===== src/rtl/uart_tx.sv =====
// ---------------------------------------------------------------------------
// uart_tx -- 8N1 UART transmitter (LSB first, idle-high line).
//
// Takes one byte from a valid/ready producer and serializes it as
// start(0), d0..d7, [parity], stop(1). Each bit lasts BIT_TIME clocks.
//
// Optional feature macro: UART_TX_PARITY_EN
//   defined   : a parity bit (XOR of data, XOR PARITY_ODD) is inserted
//               between d7 and stop; the frame is 11*BIT_TIME clocks.
//   undefined : plain 8N1; the frame is 10*BIT_TIME clocks.
//
// Parameters:
//   BIT_TIME    clocks per serial bit, 2..255 (8-bit counter)
//   PARITY_ODD  0 = even parity, 1 = odd parity (parity build only)
//
// Ports:
//   clk       system clock, rising edge
//   reset     asynchronous, active-high reset
//   tx_valid  producer has a byte on tx_data
//   tx_data   byte to send, sampled only on accept
//   tx_ready  high in IDLE: a byte can be accepted this cycle
//   tx        registered serial line, idle high
//   tx_busy   frame in progress (START/DATA/PARITY/STOP)
//   tx_done   one-cycle pulse in the first IDLE cycle after STOP
// ---------------------------------------------------------------------------
module uart_tx #(
  parameter int BIT_TIME   = 16,
  parameter bit PARITY_ODD = 1'b0
) (
  input  logic       clk,
  input  logic       reset,
  input  logic       tx_valid,
  input  logic [7:0] tx_data,
  output logic       tx_ready,
  output logic       tx,
  output logic       tx_busy,
  output logic       tx_done
);

`ifdef UART_TX_PARITY_EN
  typedef enum logic [2:0] {S_IDLE, S_START, S_DATA, S_PARITY, S_STOP} state_t;
`else
  typedef enum logic [2:0] {S_IDLE, S_START, S_DATA, S_STOP} state_t;
`endif

  localparam logic [7:0] LAST_CNT = 8'(BIT_TIME - 1);

  state_t     r_state, w_state_nxt;
  logic [7:0] r_clk_cnt, w_clk_cnt_nxt;
  logic [2:0] r_bit_idx, w_bit_idx_nxt;
  logic [7:0] r_shift, w_shift_nxt;
  logic       r_tx, w_tx_nxt;
  logic       r_done, w_done_nxt;
  logic       w_last;

`ifndef UART_TX_PARITY_EN
  // Parity sense has no meaning in the 8N1 build.
  logic w_unused_parity_odd;
  assign w_unused_parity_odd = PARITY_ODD;
`endif

  assign w_last = (r_clk_cnt == LAST_CNT);

  // Next-state logic.
  // NOTE: every output of a combinational block gets a default first, so no
  // path through the case leaves a variable unassigned and infers a latch.
  always_comb begin
    w_state_nxt   = r_state;
    w_bit_idx_nxt = r_bit_idx;
    w_shift_nxt   = r_shift;
    w_done_nxt    = 1'b0;
    // The counter only runs inside a frame and wraps at the bit boundary.
    if (r_state == S_IDLE) w_clk_cnt_nxt = 8'd0;
    else if (w_last)       w_clk_cnt_nxt = 8'd0;
    else                   w_clk_cnt_nxt = r_clk_cnt + 8'd1;

    case (r_state)
      S_IDLE: begin
        if (tx_valid) begin
          w_state_nxt = S_START;
          w_shift_nxt = tx_data;
        end
      end
      S_START: begin
        if (w_last) begin
          w_state_nxt   = S_DATA;
          w_bit_idx_nxt = 3'd0;
        end
      end
      S_DATA: begin
        if (w_last) begin
          if (r_bit_idx == 3'd7) begin
`ifdef UART_TX_PARITY_EN
            w_state_nxt = S_PARITY;
`else
            w_state_nxt = S_STOP;
`endif
          end else begin
            w_bit_idx_nxt = r_bit_idx + 3'd1;
          end
        end
      end
`ifdef UART_TX_PARITY_EN
      S_PARITY: begin
        if (w_last) w_state_nxt = S_STOP;
      end
`endif
      S_STOP: begin
        if (w_last) begin
          w_state_nxt = S_IDLE;
          w_done_nxt  = 1'b1;
        end
      end
      default: w_state_nxt = S_IDLE;
    endcase
  end

  // Line value for the state being entered; registering it keeps tx glitch
  // free and puts the start bit on the line the cycle after accept.
  always_comb begin
    w_tx_nxt = 1'b1;
    case (w_state_nxt)
      S_IDLE:   w_tx_nxt = 1'b1;
      S_START:  w_tx_nxt = 1'b0;
      S_DATA:   w_tx_nxt = w_shift_nxt[w_bit_idx_nxt];
`ifdef UART_TX_PARITY_EN
      S_PARITY: w_tx_nxt = (^r_shift) ^ PARITY_ODD;
`endif
      S_STOP:   w_tx_nxt = 1'b1;
      default:  w_tx_nxt = 1'b1;
    endcase
  end

  // NOTE: state registers use non-blocking assignments so every flop samples
  // the pre-edge values regardless of statement order.
  always_ff @(posedge clk or posedge reset) begin
    if (reset) begin
      r_state   <= S_IDLE;
      r_clk_cnt <= 8'd0;
      r_bit_idx <= 3'd0;
      r_shift   <= 8'd0;
      r_tx      <= 1'b1;
      r_done    <= 1'b0;
    end else begin
      r_state   <= w_state_nxt;
      r_clk_cnt <= w_clk_cnt_nxt;
      r_bit_idx <= w_bit_idx_nxt;
      r_shift   <= w_shift_nxt;
      r_tx      <= w_tx_nxt;
      r_done    <= w_done_nxt;
    end
  end

  assign tx       = r_tx;
  assign tx_done  = r_done;
  assign tx_ready = (r_state == S_IDLE);
  assign tx_busy  = (r_state != S_IDLE);

endmodule


===== config.mk =====
export PLATFORM = sky130hd
export DESIGN_NAME = uart_tx
export DESIGN_NICKNAME = d
export VERILOG_FILES = /design/src/rtl/uart_tx.sv
export SDC_FILE = /design/constraint.sdc
export NUM_CORES = 1
export LEC_CHECK = 0
export CAP_MARGIN = 15
export CORE_AREA = 2 2 60 62
export DETAILED_ROUTE_END_ITERATION = 10
export DIE_AREA = 0 0 62 64
export PLACE_DENSITY = 0.61
export SETUP_SLACK_MARGIN = 0.1
export SYNTH_ARGS = -nofsm -noshare
export SYNTH_HDL_FRONTEND = slang
export SYNTH_SLANG_ARGS = --single-unit

===== constraint.sdc =====
create_clock -name clk -period 8.1 [get_ports clk]
set_clock_uncertainty 0.2 [all_clocks]
set_input_delay 1.62 -clock clk [delete_from_list [all_inputs] [get_ports clk]]
set_output_delay 1.62 -clock clk [all_outputs]
set_load 0.02 [all_outputs]

; ---- Word level (Yosys, flattened, before mapping)
; Cells that the tools add are included.
[op_classes]
add_sub_neg = 2
magnitude_cmp = 1
eq_ne = 7
mux = 19
reduce_logical = 2
[ops]
columns = cell, count
row1 = $mux W8, 4
row2 = $mux W3, 8
row3 = $pmux W3 S4, 1
row4 = $eq A3 B2 Y1 const B, 3
row5 = $add A8 B1 Y8 const B, 1
row6 = $eq A8 B4 Y1 const B, 1
row7 = $eq A3 B1 Y1 const B, 2
row8 = $pmux W3 S2, 1
row9 = $lt A3 B4 Y1 const B, 1
row10 = $add A3 B1 Y3 const B, 1
row11 = $bmux W1 S3, 1
row12 = $eq A3 B3 Y1 const B, 1
row13 = $logic_not A3 Y1, 1
row14 = $mux W1, 3
row15 = $reduce_bool A3 Y1, 1
row16 = $pmux W1 S2, 1
[word_totals]
regBits = 24
input_bits = 11
output_inout_bits = 4
elab_cells = 37

; ---- Logic depth before layout (Yosys ltp)
; Gate-level depths: netlist (run 1).
[depth]
ltp_word = 7
depth_mapped = 11
mapped_depth_nobuf = 9

; ---- Worst setup path after synthesis (run 1)
; No wires, ideal clock.
[synth_timing]
path_kind = input port to flip-flop
from = input tx_valid
to = register r_tx, in the netlist tx
setup_ns = 0.083
arrival_time_ns = 3.104
setup_slack_ns = 4.713
stages = 7
path_buffers = 1
path_cell_list = nor2b_1 > and2_1 > clkbuf_1 > mux2_2 > o21ai_1 > o21ba_1 > o311a_1
[synth_via]
elab_chain_cells = 5
word_cells_on_any_way = 9
[synth_rtl]
columns = item, line_no
row1 = start: declaration, 32  ; input logic tx_valid,
row2 = $mux W8, 79  ; if (tx_valid) begin
row3 = $mux W8, 77  ; case (r_state)
row4 = via w_shift_nxt[1], 51  ; logic [7:0] r_shift, w_shift_nxt;
row5 = $bmux W1 S3, 125  ; S_DATA: w_tx_nxt = w_shift_nxt[w_bit_idx_nxt];
row6 = $mux W1 (implied by the code), 125
row7 = $pmux W1 S2, 122  ; case (w_state_nxt)
row8 = via w_tx_nxt, 52  ; logic r_tx, w_tx_nxt;
row9 = end signal: assignment, 149  ; r_tx <= w_tx_nxt;
row10 = end: declaration, 52
; The timed path passes the listed nets, and every way through them passes these cells. The select of a mux whose other input is x is not followed.

; ---- Final worst setup path (run 1)
[layout_timing]
from = register r_state[2]
to = output tx_ready
[layout_via]
elab_chain_cells = 1
[layout_rtl]
columns = item, line_no
row1 = start: declaration, 48  ; state_t r_state, w_state_nxt;
row2 = start signal: assignment, 145  ; r_state <= w_state_nxt;
row3 = $logic_not A3 Y1, 156  ; assign tx_ready = (r_state == S_IDLE);
row4 = end: declaration, 34  ; output logic tx_ready,
; No other way between the ends.

==> results by group, run 1 <==
GRT
  – Maximum number of pins on one net before global-route repair: 25
  – Wire length of the first global-routing pass: 3730 um
  – Antenna violations before repair: 0
  – Overflow left after global routing: 0
  – Vias in the first global route: 860
  – Overall Global Routing Usage: 0.125

Logic synthesis
  – Main area contributors after synthesis: sky130_fd_sc_hd__dfrtp_1, sky130_fd_sc_hd__mux2_2, sky130_fd_sc_hd__nor2_1
  – Average cell area after synthesis: 10.6 um^2
  – Count of mapped cells out of synthesis: 114
  – Primary flip-flop cell chosen by synthesis mapping: sky130_fd_sc_hd__dfrtp_1
  – Seq cells post-synth: 24
  – Most numerous cell in the Yosys netlist: sky130_fd_sc_hd__dfrtp_1
  – Sequential fraction of the synthesis area: 0.496
  – Post-synthesis cell area: 0.00121 mm^2
  – Number of flops mapped to enable cells by yosys: 0
  – Most common library cells after synthesis: sky130_fd_sc_hd__dfrtp_1, sky130_fd_sc_hd__nor2_1, sky130_fd_sc_hd__mux2_2
  – Top cell type by total area after synthesis: sky130_fd_sc_hd__dfrtp_1
  – Net count after synthesis: 127
  – Post-synthesis cell type count: 40
  – Fraction of registers with async set or reset after synthesis: 1.00
  – Synthesis Warnings: 0
  – Top-area cell type share of the netlist area: 0.475

CTS
  – Inserted Clock Buffers: 3
  – CTS H-tree lvls: 1
  – Quantity of gates resized following cts: 0
  – Insertion delay to the later sink of the worst-skew pair: 320 ps
  – Post-CTS setup buffer count: 0
  – Clock slew at the register clock pins of the worst setup and hold paths: 130 ps
  – Number of clock sinks seen by CTS: 24
  – Clock tree from TritonCTS: built
  – Post-CTS Hold Fix Bufs: 0
  – Cell at the root of the clock tree: sky130_fd_sc_hd__clkbuf_4
  – Maximum clock path buffer count: 2

Worst setup path
  – Reg2Reg Capture Point: tx$_DFF_PP1_
  – Sum of buffers and inverters on the critical path: 2
  – Dominant delay contributor by cell family on the critical path: buffers and inverters
  – Depth of the worst register-to-register path: 7
  – Number of gates on the worst path with buffers counted: 3
  – Worst reg2reg path startpoint: r_clk_cnt[4]$_DFF_PP0_
  – Highest cell delay on the worst timing path: 610 ps
  – FF-to-FF setup slack: 5340 ps
  – Worst Setup End Kind: output port
  – Cell with the largest stage delay on the worst path: sky130_fd_sc_hd__clkdlybuf4s50_1
  – Maximum fanout count along the critical path: 9
  – Signal arrival time at the worst endpoint: 1980 ps
  – WP data required: 6280 ps
  – Crit path kind: flop to output port
  – Element type at the critical path start: flop
  – Cells along the critical path: or3_1 -> inv_1 -> clkdlybuf4s50_1

Pwr
  – Total power: 0.236 mW
  – Worst-case vdd ir drop: 0.0000754 V
  – Sequential fraction of design power: 0.596
  – Power density relative to cell area: 169 mW/mm^2
  – Proportion of power drawn by combinational gates: 0.169
  – Lkg Pwr: 0.613 nW
  – Switching pwr: 0.0610 mW
  – Switching fraction of total power: 0.259
  – Pint: 0.175 mW
  – Part of the total power dissipated in the clock network: 0.235

Floorplanning
  – Chip width: 62 um
  – Row count: 21
  – Vertical die dimension: 64 um
  – Total core area: 0.00328 mm^2
  – Die area: 0.00397 mm^2
  – Top Ports: 15
  – Effective utilization at floorplan: 0.369

Placement
  – DP HPWL: 1620 um
  – Number of buffers added on ports: 14
  – Last weighted congestion value of the routability-driven placer: 0.733
  – Post-Place Setup Slack: 4200 ps
  – Total placed cells including tap cells: 168

Detailed routing
  – WL/cell: 12.2 um
  – Iteration-0 DRC count of the detailed router: 20
  – Sum of routed wire length over all layers: 2100 um
  – Number of detailed-routing iterations run before antenna repair: 3
  – Post-route DRC: 0
  – Via-per-instance ratio: 4.81
  – Post-DRT Antenna Nets: 0
  – Detailed-route via count: 828

Timing
  – Minimum period implied by the final worst setup slack: 3800 ps
  – Tightest Pin Transition: 916 ps
  – Worst Setup Slack, final: 4300 ps
  – Max-slew headroom at the worst pin: 0.389
  – Final hold violation count: 0
  – Final worst-path cycle share: 0.470
  – Pins over their slew limit: 0
  – Count of endpoints failing setup in the final report: 0
  – Max Clk Rate: 263 MHz
  – Unrepaired setup endpoints after global routing: no
  – Setup TNS Final: 0 ps

Layout
  – Number of diodes added for antenna fixing: 0
  – Footprint of the multi-input gates: 562 um^2
  – Sequential cell area in the final layout: 602 um^2
  – Number of nets in the layout: 140
  – Share of final-layout standard cells stronger than drive strength 1: 0.159
  – Layout Utilization: 0.426
  – Area overhead of the layout relative to synthesis: 15.4%
  – Fill count: 330
  – Cell Count, Final, Fillers Out: 172

Hold path
  – Class of the worst hold path: flop to flop
  – Instance count along the most critical hold path: 1
  – Destination of the worst hold path: r_clk_cnt[0]$_DFF_PP0_
  – Source of the worst hold timing path: r_clk_cnt[0]$_DFF_PP0_

Run status
  – Result of the run: finished, final reports clean

Flow run
  – Maximum Capacitance Violations: 0
==> registers in the layout, indices dropped and copies added (netlist names) <==
name       flops
r_bit_idx      3
r_clk_cnt      8
r_shift        8
r_state        3
tx             1
tx_done        1
==> worst max-delay path by stage <==
stage	end	from	slack [ps]
CTS	tx_ready	r_state[2]$_DFF_PP0_	4270
floorplan	tx$_DFF_PP1_	tx_valid	4710
finish	tx_ready	r_state[2]$_DFF_PP0_	4300
detailed placement	tx$_DFF_PP1_	tx_valid	4200
global placement	tx$_DFF_PP1_	tx_valid	4260
global route	tx_ready	r_state[2]$_DFF_PP0_	4200
==> cell families after synthesis <==
logic type                 share of synthesized area
and+or+nand+nor                                0.181
DFF                                            0.496
AOI/OAI and AO/OA                              0.101
muxes                                          0.100
buffers and inverters                         0.0402
xor gates and xnor gates                      0.0578
adders and majority gates                     0.0206
other                                        0.00309
==> stage by stage <==
| step | hold WS, ps | cell area, um^2 |
|---|---|---|
| after floorplan | 225 | 1210 |
| after global routing | 302 | 1400 |
| final | 259 | 1400 |
| after CTS | 264 | 1400 |
| after detailed placement | 246 | 1370 |
| after global placement | 244 | 1370 |
==> final cells by class <==
type / instances / area share
clock buffers: 4 / 0.0188
inverters: 3 / 0.00805
multi-input cells: 81 / 0.402
flip-flops and latches: 24 / 0.430
well taps: 46 / 0.0411
repair buffers: 14 / 0.100
==> cell usage in the layout (no fill, tap or decap), types with 2 or more instances in the layout <==
cell and instances:
sky130_fd_sc_hd__dfrtp_1 23, sky130_fd_sc_hd__nor2_1 16, sky130_fd_sc_hd__clkdlybuf4s50_1 14, sky130_fd_sc_hd__mux2_2 8
sky130_fd_sc_hd__nand2_1 5, sky130_fd_sc_hd__xor2_1 4, sky130_fd_sc_hd__xnor2_1 4, sky130_fd_sc_hd__and3_1 4
sky130_fd_sc_hd__nand3_1 3, sky130_fd_sc_hd__o21ai_0 3, sky130_fd_sc_hd__clkbuf_4 3, sky130_fd_sc_hd__or3_1 2
sky130_fd_sc_hd__inv_1 2, sky130_fd_sc_hd__a31oi_1 2, sky130_fd_sc_hd__nand2b_1 2, sky130_fd_sc_hd__o21a_1 2
sky130_fd_sc_hd__or2_2 2, sky130_fd_sc_hd__o21ai_1 2, sky130_fd_sc_hd__mux2i_1 2, sky130_fd_sc_hd__ha_1 2
==> per-layer routing <==
layer,GRT usage,part of all wire
met1,0.171,0.48
met5,0,0
met4,0.0718,0.029
met3,0.0121,0.012
met2,0.188,0.47
==> power by group through the flow <==
stage               combinational, mW  clock, mW  sequential [mW]
floorplan                      0.0290          0            0.141
global placement               0.0390          0            0.143
detailed placement             0.0405          0            0.143
CTS                            0.0407     0.0583            0.141
global route                   0.0445     0.0623            0.143
finish                         0.0398     0.0554            0.141
Power figures use the tool's default switching activity.
==> inputs of run 2 (changes only) <==
--- a/config.mk
+++ b/config.mk
@@ -9,7 +9,7 @@
 export CORE_AREA = 2 2 60 62
 export DETAILED_ROUTE_END_ITERATION = 10
 export DIE_AREA = 0 0 62 64
-export PLACE_DENSITY = 0.61
+export PLACE_DENSITY = 0.63
 export SETUP_SLACK_MARGIN = 0.1
 export SYNTH_ARGS = -nofsm -noshare
 export SYNTH_HDL_FRONTEND = slang
==> constraint.sdc (replaced) <==
create_clock -name clk -period 3.5 [get_ports clk]
set_clock_uncertainty 0.2 [all_clocks]
set_input_delay 0.7 -clock clk [delete_from_list [all_inputs] [get_ports clk]]
set_output_delay 0.7 -clock clk [all_outputs]
set_load 0.02 [all_outputs]
==> results by group, run 2 (synthesis gave the netlist of run 1 again) <==
GRT
  – Overall Global Routing Usage: 0.116
  – Maximum number of pins on one net before global-route repair: 25
  – Global-route met2 utilization: 0.184
  – Fraction of met3 tracks used by global routing: 0.0263
  – Wire length of the first global-routing pass: 3500 um
  – Overflow left after global routing: 0
  – Antenna violations before repair: 0
  – Met1 Usage GRT: 0.151
  – Vias in the first global route: 823
  – Most Used Layer, Global Route: met2

Pwr
  – Worst-case vdd ir drop: 0.000215 V
  – Sequential fraction of design power: 0.531
  – Switching fraction of total power: 0.227
  – Switching pwr: 0.140 mW
  – Power density relative to cell area: 432 mW/mm^2
  – Lkg Pwr: 0.626 nW
  – Proportion of power drawn by combinational gates: 0.149
  – Part of the total power dissipated in the clock network: 0.320
  – Pint: 0.476 mW

Detailed routing
  – WL/cell: 12.2 um
  – Number of detailed-routing iterations run before antenna repair: 4
  – Sum of routed wire length over all layers: 2100 um
  – Detailed-route via count: 840
  – Via-per-instance ratio: 4.88
  – Post-route DRC: 0
  – Post-DRT Antenna Nets: 0
  – Iteration-0 DRC count of the detailed router: 37

Floorplanning
  – Effective utilization at floorplan: 0.369
  – Die area: 0.00397 mm^2
  – Row count: 21
  – Chip width: 62 um
  – Top Ports: 15
  – Vertical die dimension: 64 um
  – Total core area: 0.00328 mm^2

Timing
  – Max Clk Rate: 349 MHz
  – Setup TNS Final: 0 ps
  – Unrepaired setup endpoints after global routing: no
  – Count of endpoints failing setup in the final report: 0
  – Final hold violation count: 0
  – Worst Setup Slack, final: 636 ps
  – Tightest Pin Transition: 900 ps
  – Max-slew headroom at the worst pin: 0.399
  – Pins over their slew limit: 0
  – Minimum period implied by the final worst setup slack: 2860 ps
  – Final worst-path cycle share: 0.818

Placement
  – Placed cell areas: 0.00137 mm^2
  – Number of buffers added on ports: 14
  – Last weighted congestion value of the routability-driven placer: 0.783
  – Total placed cells including tap cells: 168
  – Post-Place Setup Slack: 484 ps
  – DP HPWL: 1570 um

Layout
  – Post-layout instance area: 0.00143 mm^2
  – Cell Count, Final, Fillers Out: 172
  – Largest registers in the final layout: r_clk_cnt x8, r_shift x8
  – Most common cell after layout, fill and taps aside: sky130_fd_sc_hd__dfrtp_1
  – Area overhead of the layout relative to synthesis: 17.5%
  – Layout Utilization: 0.434
  – Share of final-layout standard cells stronger than drive strength 1: 0.167
  – Number of nets in the layout: 140
  – Most used cells in the layout excluding fill and tap cells: sky130_fd_sc_hd__dfrtp_1, sky130_fd_sc_hd__nor2_1, sky130_fd_sc_hd__clkdlybuf4s50_1
  – Number of diodes added for antenna fixing: 0

CTS
  – Number of clock sinks seen by CTS: 24
  – Inserted Clock Buffers: 3
  – Maximum clock path buffer count: 2
  – Clock tree from TritonCTS: built
  – Post-CTS Hold Fix Bufs: 0
  – Cell at the root of the clock tree: sky130_fd_sc_hd__clkbuf_4
  – Clock slew at the register clock pins of the worst setup and hold paths: 120 ps
  – Post-CTS setup buffer count: 0
  – Quantity of gates resized following cts: 0
  – CTS H-tree lvls: 1
  – Insertion delay to the later sink of the worst-skew pair: 310 ps

Flow run
  – Maximum Capacitance Violations: 0

Hold path
  – Class of the worst hold path: flop to flop
  – Instance count along the most critical hold path: 1

Worst setup path
  – Element type at the critical path start: flop
  – Signal arrival time at the worst endpoint: 1960 ps
  – Cell with the largest stage delay on the worst path: sky130_fd_sc_hd__clkdlybuf4s50_1
  – Worst Setup End Kind: output port
  – WP data required: 2600 ps
  – Cells along the critical path: or3_1 -> inv_1 -> clkdlybuf4s50_1
  – Maximum fanout count along the critical path: 9
  – Depth of the worst register-to-register path: 7
  – Crit path kind: flop to output port
  – Highest cell delay on the worst timing path: 610 ps

Run status
  – Result of the run: finished, final reports clean
run 2: cell count changes in the layout (fill, tap and decap cells not counted), sizes merged:
cell | before | now
bufinv | 0 | 1
clkbuf | 4 | 3
run 2: metrics by stage:
step	hold WS, ps	total power, mW
2_1_floorplan	225	0.393
3_3_place_gp	244	0.421
3_5_place_dp	249	0.426
4_1_cts	266	0.626
5_1_grt	299	0.651
6_report	265	0.615
run 2: layer usage:
metal,vias to the layer above,share of wire
li1,410,-
met1,408,0.45
met2,18,0.49
met3,4,0.046
met4,0,0.0095
met5,-,0
run 2: power by group through the flow:
stage / clock [mW] / combinational [mW] / sequential [mW]
final: 0.197 / 0.0917 / 0.327
after CTS: 0.205 / 0.0939 / 0.327
after global placement: 0 / 0.0901 / 0.331
after detailed placement: 0 / 0.0931 / 0.332
after global routing: 0.215 / 0.104 / 0.332
after floorplan: 0 / 0.0671 / 0.326
run 2: final timing paths:
kind / from / to / slack, ps
worst max-delay path: r_state[2]$_DFF_PP0_ / tx_ready / 640
worst min-delay path: r_clk_cnt[0]$_DFF_PP0_ / r_clk_cnt[0]$_DFF_PP0_ / 260
worst max register to register: r_clk_cnt[4]$_DFF_PP0_ / tx$_DFF_PP1_ / 720
worst min register to register: r_clk_cnt[0]$_DFF_PP0_ / r_clk_cnt[0]$_DFF_PP0_ / 260
max in group asynchronous: reset / r_bit_idx[2]$_DFF_PP0_ / 1880
min in group asynchronous: reset / r_clk_cnt[7]$_DFF_PP0_ / 660
run 2: area by class of cell:
| class | count | area (um^2) |
|---|---|---|
| clock buffers | 3 | 22.5 |
| clock inverters | 1 | 30.0 |
| fillers | 328 | 1860 |
| inverters | 3 | 11.3 |
| multi-input cells | 81 | 562 |
| flip-flops and latches | 24 | 602 |
| well taps | 46 | 57.6 |
| repair buffers | 14 | 140 |
run 2: critical path, delay by kind of cell (launching register included):
kind	cells	cell delay, ps
buffers and inverters	2	720
DFF	1	480
and+or+nand+nor	1	460
==> inputs of run 3 (changes only) <==
--- a/config.mk
+++ b/config.mk
@@ -9,7 +9,7 @@
 export CORE_AREA = 2 2 60 62
 export DETAILED_ROUTE_END_ITERATION = 10
 export DIE_AREA = 0 0 62 64
-export PLACE_DENSITY = 0.63
+export PLACE_DENSITY = 0.61
 export SETUP_SLACK_MARGIN = 0.1
 export SYNTH_ARGS = -nofsm -noshare
 export SYNTH_HDL_FRONTEND = slang
==> constraint.sdc (replaced) <==
create_clock -name clk -period 2.9 [get_ports clk]
set_clock_uncertainty 0.2 [all_clocks]
set_input_delay 0.58 -clock clk [delete_from_list [all_inputs] [get_ports clk]]
set_output_delay 0.58 -clock clk [all_outputs]
set_load 0.02 [all_outputs]
==> results by group, run 3 (synthesis gave the netlist of run 1 again) <==
Worst setup path
  – Crit path kind: flop to flop
  – Element type at the critical path start: flop
  – Worst reg2reg path startpoint: r_clk_cnt[4]$_DFF_PP0_
  – Worst Setup End Kind: flop
  – Reg2Reg Capture Point: tx$_DFF_PP1_
  – Depth of the worst register-to-register path: 7
  – Maximum fanout count along the critical path: 5
  – WP data required: 2960 ps
  – Signal arrival time at the worst endpoint: 2790 ps
  – FF-to-FF setup slack: 170 ps

CTS
  – Post-CTS Hold Fix Bufs: 0
  – Insertion delay to the later sink of the worst-skew pair: 320 ps
  – Cell at the root of the clock tree: sky130_fd_sc_hd__clkbuf_4
  – Maximum clock path buffer count: 2
  – Clock slew at the register clock pins of the worst setup and hold paths: 130 ps
  – Inserted Clock Buffers: 3
  – Clock tree from TritonCTS: built
  – CTS H-tree lvls: 1
  – Number of clock sinks seen by CTS: 24

GRT
  – Overflow left after global routing: 0
  – Overall Global Routing Usage: 0.127
  – Antenna violations before repair: 0
  – Wire length of the first global-routing pass: 3760 um
  – Met1 Usage GRT: 0.174
  – Fraction of met3 tracks used by global routing: 0.0142
  – Vias in the first global route: 866
  – Maximum number of pins on one net before global-route repair: 25
  – Most Used Layer, Global Route: met2
  – Global-route met2 utilization: 0.185

Timing
  – Count of endpoints failing setup in the final report: 0
  – Minimum period implied by the final worst setup slack: 2730 ps
  – Setup TNS Final: 0 ps
  – Pins over their slew limit: 0
  – Final worst-path cycle share: 0.941
  – Worst Setup Slack, final: 171 ps
  – Unrepaired setup endpoints after global routing: yes
  – Max Clk Rate: 366 MHz
  – Final hold violation count: 0

Layout
  – Fill count: 321
  – Sequential cell area in the final layout: 603 um^2
  – Number of nets in the layout: 144
  – Post-layout instance area: 0.00144 mm^2
  – Footprint of the multi-input gates: 567 um^2
  – Most used cells in the layout excluding fill and tap cells: sky130_fd_sc_hd__dfrtp_1, sky130_fd_sc_hd__nor2_1, sky130_fd_sc_hd__clkdlybuf4s50_1
  – Number of diodes added for antenna fixing: 0
  – Most common cell after layout, fill and taps aside: sky130_fd_sc_hd__dfrtp_1
  – Area overhead of the layout relative to synthesis: 18.6%
  – Share of final-layout standard cells stronger than drive strength 1: 0.200
  – Largest registers in the final layout: r_clk_cnt x8, r_shift x8

Pwr
  – Worst-case vdd ir drop: 0.000197 V
  – Power density relative to cell area: 460 mW/mm^2
  – Lkg Pwr: 0.646 nW
  – Total power: 0.661 mW

Floorplanning
  – Vertical die dimension: 64 um
  – Row count: 21
  – Total core area: 0.00328 mm^2
  – Effective utilization at floorplan: 0.369
  – Top Ports: 15
  – Chip width: 62 um
  – Die area: 0.00397 mm^2

Detailed routing
  – WL/cell: 12.1 um
  – Iteration-0 DRC count of the detailed router: 11
  – Post-DRT Antenna Nets: 0
  – Detailed-route via count: 854
  – Number of detailed-routing iterations run before antenna repair: 4
  – Post-route DRC: 0
  – Via-per-instance ratio: 4.85
  – Sum of routed wire length over all layers: 2140 um

Run status
  – Result of the run: finished, final reports clean

Hold path
  – Class of the worst hold path: flop to flop
  – Source of the worst hold timing path: r_clk_cnt[0]$_DFF_PP0_
  – Destination of the worst hold path: r_clk_cnt[0]$_DFF_PP0_
  – Instance count along the most critical hold path: 1

Placement
  – Placed cell areas: 0.00140 mm^2
  – Post-Place Setup Slack: 128 ps
  – Last weighted congestion value of the routability-driven placer: 0.711
  – DP HPWL: 1660 um
  – Number of buffers added on ports: 14

Flow run
  – Maximum Capacitance Violations: 0
[run 3: worst max-delay path, cell delays in order, from the launching register on]
cell and delay (ps):
sky130_fd_sc_hd__dfrtp_1 430, sky130_fd_sc_hd__or4_4 560, sky130_fd_sc_hd__or3_4 370, sky130_fd_sc_hd__mux2_1 330
sky130_fd_sc_hd__a21o_2 230, sky130_fd_sc_hd__o21ai_1 70, sky130_fd_sc_hd__o21ba_1 160, sky130_fd_sc_hd__o311a_1 320
[run 3: worst max-delay path by stage]
stage              endpoint  slack, ps  cells past startpoint                    from
2_1_floorplan  tx$_DFF_PP1_        230                      8  r_clk_cnt[4]$_DFF_PP0_
3_3_place_gp   tx$_DFF_PP1_        150                      8                tx_valid
3_5_place_dp   tx$_DFF_PP1_        130                      8                tx_valid
4_1_cts        tx$_DFF_PP1_        110                      7  r_clk_cnt[4]$_DFF_PP0_
5_1_grt        tx$_DFF_PP1_        100                      7  r_clk_cnt[4]$_DFF_PP0_
6_report       tx$_DFF_PP1_        170                      7  r_clk_cnt[4]$_DFF_PP0_
[run 3: metal layers]
metal / part of all wire / vias up
met5: 0 / -
met4: 0.025 / 0
met3: 0.015 / 4
met2: 0.47 / 11
met1: 0.49 / 419
li1: - / 420
[run 3: layout make-up]
cell class / count / share of cell area
sequential: 24 / 0.419
multi-input combinational: 81 / 0.394
timing repair buffer: 18 / 0.120
tap: 46 / 0.0400
clock buffer: 4 / 0.0183
inverter: 3 / 0.00783
[run 3: where the power goes]
| group | internal, mW | switching [mW] | leakage [nW] | total [mW] |
|---|---|---|---|---|
| registers | 0.373 | 0.0204 | 0.300 | 0.393 |
| clock network | 0.0539 | 0.101 | 0.0150 | 0.155 |
| logic | 0.0639 | 0.0492 | 0.331 | 0.113 |
| total | 0.491 | 0.170 | 0.646 | 0.661 |
[run 3: repair_timing]
item                                    CTS  global route
setup buffers                             0             1
endpoints found under the setup margin    0             2
resized for setup                         0             3
[run 3: per-stage QoR]
step	instances	hold WS [ps]	utilization
2_1_floorplan	114	225	-
3_3_place_gp	171	244	0.425
3_5_place_dp	171	253	0.425
4_1_cts	175	271	0.433
5_1_grt	176	304	0.438
6_report	176	272	0.438
